===== src/rtl/lm_sm_sequencer.sv =====
// lm_sm_sequencer: walks an 8-bit register list and moves one memory word per
// selected register, between the register file and data memory (LM/SM).
module lm_sm_sequencer (
    input  logic        Clock,
    input  logic        Reset,
    input  logic        Start,
    input  logic        Mode,
    input  logic [7:0]  Reg_List,
    input  logic [15:0] Base_Addr,
    input  logic [15:0] RF_Data_A,
    input  logic [15:0] Mem_Rd_Data,
    input  logic        Mem_Ack,
    output logic [2:0]  RF_Address_A,
    output logic [2:0]  RF_Address_C,
    output logic [15:0] RF_Data_C,
    output logic        RF_Write,
    output logic [15:0] Mem_Addr,
    output logic [15:0] Mem_Wr_Data,
    output logic        Mem_Req,
    output logic        Mem_We,
    output logic        Busy,
    output logic        Done
);

    typedef enum logic [2:0] {
        S_IDLE,
        S_SCAN,
        S_MEM,
        S_WB,
        S_DONE
    } state_t;

    state_t      state_q, state_d;
    logic [7:0]  mask_q, mask_d;
    logic [2:0]  cur_q, cur_d;
    logic [15:0] addr_q, addr_d;
    logic [15:0] buf_q, buf_d;
    logic        mode_q, mode_d;
    logic [15:0] maddr_q, maddr_d;
    logic [15:0] wdata_q, wdata_d;

    logic [2:0]  low_idx;
    logic [7:0]  mask_clr;

    always_comb begin
        low_idx = 3'd0;
        for (int i = 7; i >= 0; i--) begin
            if (mask_q[i]) low_idx = 3'(i);
        end
    end

    assign mask_clr = mask_q & ~(8'b1 << cur_q);

    always_comb begin
        state_d = state_q;
        mask_d  = mask_q;
        cur_d   = cur_q;
        addr_d  = addr_q;
        buf_d   = buf_q;
        mode_d  = mode_q;
        maddr_d = maddr_q;
        wdata_d = wdata_q;
        unique case (state_q)
            S_IDLE: begin
                if (Start) begin
                    mode_d  = Mode;
                    mask_d  = Reg_List;
                    addr_d  = Base_Addr;
                    state_d = (Reg_List == 8'd0) ? S_DONE : S_SCAN;
                end
            end
            S_SCAN: begin
                cur_d   = low_idx;
                maddr_d = addr_q;
                state_d = S_MEM;
            end
            S_MEM: begin
                // keep the last store word so the bus holds after the request
                if (mode_q) wdata_d = RF_Data_A;
                if (Mem_Ack) begin
                    if (!mode_q) begin
                        buf_d   = Mem_Rd_Data;
                        state_d = S_WB;
                    end else begin
                        mask_d  = mask_clr;
                        addr_d  = addr_q + 16'd1;
                        state_d = (mask_clr == 8'd0) ? S_DONE : S_SCAN;
                    end
                end
            end
            S_WB: begin
                mask_d  = mask_clr;
                addr_d  = addr_q + 16'd1;
                state_d = (mask_clr == 8'd0) ? S_DONE : S_SCAN;
            end
            S_DONE: state_d = S_IDLE;
            default: state_d = S_IDLE;
        endcase
    end

    always_ff @(posedge Clock) begin
        if (Reset) begin
            state_q <= S_IDLE;
            mask_q  <= 8'd0;
            cur_q   <= 3'd0;
            addr_q  <= 16'd0;
            buf_q   <= 16'd0;
            mode_q  <= 1'b0;
            maddr_q <= 16'd0;
            wdata_q <= 16'd0;
        end else begin
            state_q <= state_d;
            mask_q  <= mask_d;
            cur_q   <= cur_d;
            addr_q  <= addr_d;
            buf_q   <= buf_d;
            mode_q  <= mode_d;
            maddr_q <= maddr_d;
            wdata_q <= wdata_d;
        end
    end

    assign Busy         = (state_q != S_IDLE);
    assign Done         = (state_q == S_DONE);
    assign RF_Write     = (state_q == S_WB);
    assign Mem_Req      = (state_q == S_MEM);
    assign Mem_We       = (state_q == S_MEM) && mode_q;
    assign Mem_Addr     = maddr_q;
    assign Mem_Wr_Data  = ((state_q == S_MEM) && mode_q) ? RF_Data_A : wdata_q;
    assign RF_Address_A = cur_q;
    assign RF_Address_C = cur_q;
    assign RF_Data_C    = buf_q;

endmodule


===== config.mk =====
export PLATFORM = sky130hd
export DESIGN_NAME = lm_sm_sequencer
export DESIGN_NICKNAME = d
export VERILOG_FILES = /design/src/rtl/lm_sm_sequencer.sv
export SDC_FILE = /design/constraint.sdc
export NUM_CORES = 1
export LEC_CHECK = 0
export CAP_MARGIN = 20
export CORE_ASPECT_RATIO = 1.75
export CORE_MARGIN = 3
export CORE_UTILIZATION = 47
export CTS_CLUSTER_DIAMETER = 60
export DETAILED_ROUTE_END_ITERATION = 7
export GPL_ROUTABILITY_DRIVEN = 0
export PLACE_DENSITY = 0.91
export SYNTH_ARGS = -nofsm -noshare
export SYNTH_HDL_FRONTEND = slang
export SYNTH_SLANG_ARGS = --single-unit

===== constraint.sdc =====
create_clock -name Clock -period 2.3 [get_ports Clock]
set_input_delay 0.46 -clock Clock [delete_from_list [all_inputs] [get_ports Clock]]
set_output_delay 0.46 -clock Clock [all_outputs]
set_load 0.01 [all_outputs]

==> flow_summary.ini, run 1 <==
[floorplan]
fp.dieH_um = 125
fp.dieW_um = 74.0
start_util_pct = 49.2
io_pins = 120
die_area_sq_um = 9250
fp-row-count = 42
core_sq_um = 7720

[outcome]
outcome = completed

[synth]
syn_nets = 518
synth_edf_count = 0
synth_seq_area_share_pct = 41.6
post_synth_num_cell_types = 56
synthCells = 456
yosys_warnings = 0
ys_ff_latch = 79
async_reset_ff_share_pct = 0
synth_ff_type = dfxtp_1
syn_avg_cell_area_sq_um = 8.34
syn-cell-area_sq_um = 3800

[drt]
vias = 3712
drt-vias-per-instance = 5.61
drt_iter0_markers = 279
routedWlPerCell_um = 15.8
routed_wl_mm = 10.4
drtAntennaViolNets = 0
drtPass1Iterations = 5
drc_errors = 0

[pwr]
swShare_pct = 30.7
power.internal_mw = 3.20
seq_power_share_pct = 36.9
cellLeakagePower_nw = 1.94
ir_worst_vdd_uv = 520
clockPowerShare_pct = 34.5
powerDensity_nw_per_um2 = 856
combPwrFrac_pct = 28.6
power_switching_mw = 1.42

[placement]
numPortBuffers = 119
dpl.hpwl_mm = 7.51

[final_layout]
layout_common_cells = clkdlybuf4s50_1 (102), nand2_1 (88), dfxtp_1 (78), a21oi_1 (66), nor2_1 (29)
nets = 632
area_delta_synth_final_pct = 41.8
mostFrequentLayoutCell = clkdlybuf4s50_1
drive_above_1_share_pct = 15.0
diodes = 0

[setup_path]
r2r_end = addr_q[12]
arrival_ns = 1.78
worstSetupEndpointType = output port
crit_required_ns = 1.84
reg2regPathDepth = 7
critPathLaunchType = register
critical_path_class = reg -> out
rrSetupSlack_ns = 0.42
crit_fanout = 8
timing.rr.start = addr_q[0]

[timing]
tightest_slew_ns = 0.665
finalSetupTns_ns = 0
slew_violations = 0
whs_ns = 0.454
finalCritPeriodShare_pct = 97.5
clock.fmax_mhz = 446
hold_viol_final = 0
max-slew-margin-rel_pct = 55.3
min_period_ns = 2.24
skew_ns = 0.00969
rsz0062_at_grt = false
finalSetupViolCount = 0

[global_routing]
grt_pass1_wl_mm = 16.9
gr-usage-all-layers_pct = 22.9
grt_start_max_net_pins = 42
grt_pass1_vias = 3679
grt_overflow_total = 0
grt_antenna_before_repair = 0

[clocking]
clockBufferDepth = 2
cts_tree = built
h-tree-depth = 3
numCtsBuffers = 9
cts_root_buffer = clkbuf_16
clk_latency_ns = 0.35
cts.sinks = 79
clkTransAtPathRegs_ns = 0.06

[hold_path]
holdPathStages = 2
hold-path-endpoint = Mem_Addr[15]
min_path_type = reg -> reg
hp-start = Mem_Addr[15]

[flow_run]
drv_cap = 0
power by group through the flow:
stage / Clock, mW / Combinational, mW / Sequential, mW
2_1_floorplan: 0 / 0.847 / 1.68
3_3_place_gp: 0 / 1.26 / 1.71
3_5_place_dp: 0 / 1.30 / 1.72
4_1_cts: 1.61 / 1.31 / 1.70
5_1_grt: 1.66 / 1.44 / 1.73
6_report: 1.60 / 1.32 / 1.70
routing by layer:
metal  global-route usage, %  part of all wire (%)  up-vias
met5                       0                     0        -
met1                    24.5                    36     1724
met4                    10.2                   2.1        0
li1                        -                     -     1814
met3                    4.66                   6.5       17
met2                    41.4                    55      157
synth_stat cells, drive strengths merged, types with 4 or more instances:
cell type	count	area, sq um
a21oi	66	330
a31oi	6	37.5
and2	6	37.5
buf	22	149
clkbuf	15	56.3
dfxtp	79	1580
inv	7	26.3
mux2	18	233
nand2	88	330
nand2b	5	33.8
nand3	8	40.0
nand4	4	25.0
nor2	31	131
nor2b	16	160
nor3	11	55.1
o21ai	17	85.1
o32ai	5	43.8
or3	5	31.3
critical path: stages (launching register included):
cell and delay (ns):
dfxtp_1 0.32, nand2b_4 0.15, nor2_4 0.09, and2_4 0.20, buf_16 0.14, mux2_4 0.30, clkdlybuf4s15_2 0.24
stage by stage:
step / util, % / instances / area [sq um] / power (mW) / setup WS [ns]
floorplan: - / 456 / 3800 / 2.53 / 0.352
global placement: 65.3 / 643 / 5050 / 2.97 / 0.0740
detailed placement: 65.3 / 643 / 5050 / 3.02 / 0.0229
CTS: 70.0 / 660 / 5410 / 4.62 / 0.00488
global route: 69.8 / 662 / 5400 / 4.83 / 0.000320
finish: 69.8 / 662 / 5400 / 4.62 / 0.0572
worst max-delay path by stage:
stage,start,endpoint,slack (ns),cells after the start
finish,state_q[2],Mem_Wr_Data[5],0.06,6
floorplan,state_q[1],Mem_Wr_Data[0],0.35,8
detailed placement,state_q[2],Mem_Wr_Data[7],0.02,6
global route,state_q[2],Mem_We,0.0003,5
global placement,state_q[2],Mem_Wr_Data[10],0.07,6
CTS,state_q[2],Mem_Wr_Data[3],0.005,6
sequential cells by signal, indices dropped and copies added (netlist names):
| name | cells |
|---|---|
| mode_q | 1 |
| RF_Address_A | 3 |
| mask_q | 8 |
| Mem_Addr | 16 |
| RF_Data_C | 16 |
| addr_q | 16 |
| wdata_q | 16 |
| state_q | 3 |
repair_timing:
action	4_1_cts	5_1_grt
endpoints found under the setup margin	17	13
setup buffers	1	2
hold buffers	0	0
hold endpoints to repair	0	0
gates cloned	1	0
gates resized for setup	41	13
pin swaps	1	0
cells by family (layout without fill, tap and decap cells):
logic type,after synthesis,in the layout,share of synthesized area (%)
simple gates,192,192,26.5
flops,79,79,41.6
compound gates,121,121,19.1
buf+inv,44,162,6.09
mux,19,19,6.38
fa+ha+maj,1,1,0.329
final cells by class:
type	count	area, sq um
Fill cell	613	2330
Tap cell	88	110
Sequential cell	79	1580
Clock inverter	4	95.1
Timing Repair Buffer	140	1350
Inverter	7	26.3
Clock buffer	11	233
Multi-Input combinational cell	333	2000
No activity file was read; power rests on OpenSTA's default activity.
==> inputs of run 2 (changes only) <==
ABC_AREA = 1   (was default)
==> flow_summary.ini, run 2 <==
[synth]
syn_nets = 637
synth_area_leader_cell = dfxtp_1
synth_edf_count = 0
synthCells = 575
yosys.area.top_type_share_pct = 41.1
yosys_warnings = 0
synth.most_common_cell = nor2_1
synthTopCellsByCount = nor2_1 (97), nand2_1 (93), dfxtp_1 (79)
synth_ff_type = dfxtp_1
ys_ff_latch = 79
syn_avg_cell_area_sq_um = 6.69
yosys-top-cells-area = dfxtp_1 (41%), nor2_1 (9.5%), nand2_1 (9.1%), o21ai_0 (8.6%), a21oi_1 (6.9%)
async_reset_ff_share_pct = 0
synth_seq_area_share_pct = 41.1
post_synth_num_cell_types = 28
syn-cell-area_sq_um = 3850

[timing]
clock.fmax_mhz = 451
setup_ws_ns = 0.0815
min_period_ns = 2.22
skew_ns = 0.00780
finalSetupViolCount = 0
tightest_slew_ns = 0.456
max-slew-margin-rel_pct = 69.6
hold_viol_final = 0
finalSetupTns_ns = 0
finalCritPeriodShare_pct = 96.5
slew_violations = 0

[final_layout]
area_delta_synth_final_pct = 39.3
nFillCells = 643
mostFrequentLayoutCell = clkdlybuf4s50_1
postLayoutCellArea_sq_um = 5360
layout_common_cells = clkdlybuf4s50_1 (102), nor2_1 (96), nand2_1 (92), dfxtp_1 (78), inv_1 (67)
nets = 747
drive_above_1_share_pct = 7.69
diodes = 0

[placement]
placed_area_sq_um = 5090
place_ws_ns = -0.00249
dpl.hpwl_mm = 7.58
numPortBuffers = 119

[global_routing]
grt_pass1_vias = 3992
grt_start_max_net_pins = 54
gr-usage-all-layers_pct = 23.6
grt_overflow_total = 0
grt_antenna_before_repair = 0
grt_pass1_wl_mm = 17.6

[pwr]
ir_worst_vdd_uv = 592
powerDensity_nw_per_um2 = 1030
total_power_mw = 5.52
cellLeakagePower_nw = 2.32

[outcome]
outcome = completed

[setup_path]
worstSetupEndpointType = output port
critical_path_class = reg -> out
critPathLaunchType = register
crit_fanout = 4
crit_required_ns = 1.84
arrival_ns = 1.76

[floorplan]
start_util_pct = 48.3
fp.dieH_um = 126
die_area_sq_um = 9350
io_pins = 120
fp-row-count = 43
fp.dieW_um = 74.4
core_sq_um = 7960

[clocking]
cts_root_buffer = clkbuf_16
cts_tree = built
clk_latency_ns = 0.33
h-tree-depth = 3
clkTransAtPathRegs_ns = 0.05
cts.sinks = 79
cts_setup_buffers = 0
clockBufferDepth = 2
numCtsBuffers = 9

[drt]
routed_wl_mm = 10.5
vias = 4054
drtAntennaViolNets = 0
drt_iter0_markers = 314
drc_errors = 0
drt-vias-per-instance = 5.20
routedWlPerCell_um = 13.5
drtPass1Iterations = 5

[hold_path]
min_path_type = reg -> reg

[flow_run]
drv_cap = 0
run 2: path summary, 6_finish.rpt:
check	start	to	slack [ns]	depth (start not counted)
setup / recovery	state_q[2]	RF_Write	0.08	5
setup reg to reg	addr_q[1]	addr_q[10]	0.62	10
hold reg to reg	addr_q[15]	addr_q[15]	0.48	2
hold / removal	addr_q[15]	addr_q[15]	0.48	2
run 2: critical path, stage by stage (launching register included):
cell             delay (ns)
dfxtp_1                0.33
buf_4                  0.15
inv_1                  0.12
nand3_1                0.14
inv_1                  0.12
clkdlybuf4s50_1        0.57
run 2: cell families (layout without fill, tap and decap cells):
logic type / Yosys count / in the layout / synth area share [%]
adder cells (fa/ha/maj): 1 / 1 / 0.325
flip-flops: 79 / 79 / 41.1
AND/OR/NAND/NOR: 251 / 251 / 27.6
XOR/XNOR: 2 / 2 / 0.455
AO/OA/AOI/OAI: 143 / 143 / 20.1
buffers and inverters: 99 / 213 / 10.5
run 2: power by group:
part | switching, mW | total (mW) | internal (mW)
Combinational | 1.26 | 2.22 | 0.957
Clock | 0.505 | 1.26 | 0.753
Sequential | 0.310 | 2.04 | 1.73
Total | 2.07 | 5.52 | 3.44
run 2: per-layer routing:
metal / vias up / wire, um / share of wire, % / GRT usage [%]
met5: - / 0 / 0 / 0
met2: 136 / 5520 / 52 / 41.3
li1: 2076 / - / - / -
met3: 27 / 652 / 6.2 / 5.99
met4: 0 / 334 / 3.2 / 10.6
met1: 1815 / 4040 / 38 / 25.8
run 2: area by class of cell:
type	instances	area [sq um]	share of cell area (%)
inverters	69	259	4.83
clock buffers	14	254	4.74
clock inverters	1	5.00	0.0933
repair buffers	129	1270	23.6
multi-input cells	397	1880	35.1
well taps	90	113	2.10
flip-flops and latches	79	1580	29.5
run 2: timing repair:
action / CTS / global route
gates cloned: 1 / 0
endpoints found under the setup margin: 17 / 16
hold buffers: 0 / 0
pin swaps: 0 / 0
gates resized for setup: 21 / 18
run 2: stage by stage:
| stage | hold slack, ns | utilization [%] | std cells |
|---|---|---|---|
| 3_5_place_dp | 0.472 | 64.0 | 763 |
| 4_1_cts | 0.480 | 67.5 | 779 |
| 5_1_grt | 0.500 | 67.3 | 779 |
| 2_1_floorplan | 0.450 | - | 575 |
| 6_report | 0.475 | 67.3 | 779 |
| 3_3_place_gp | 0.463 | 64.0 | 763 |
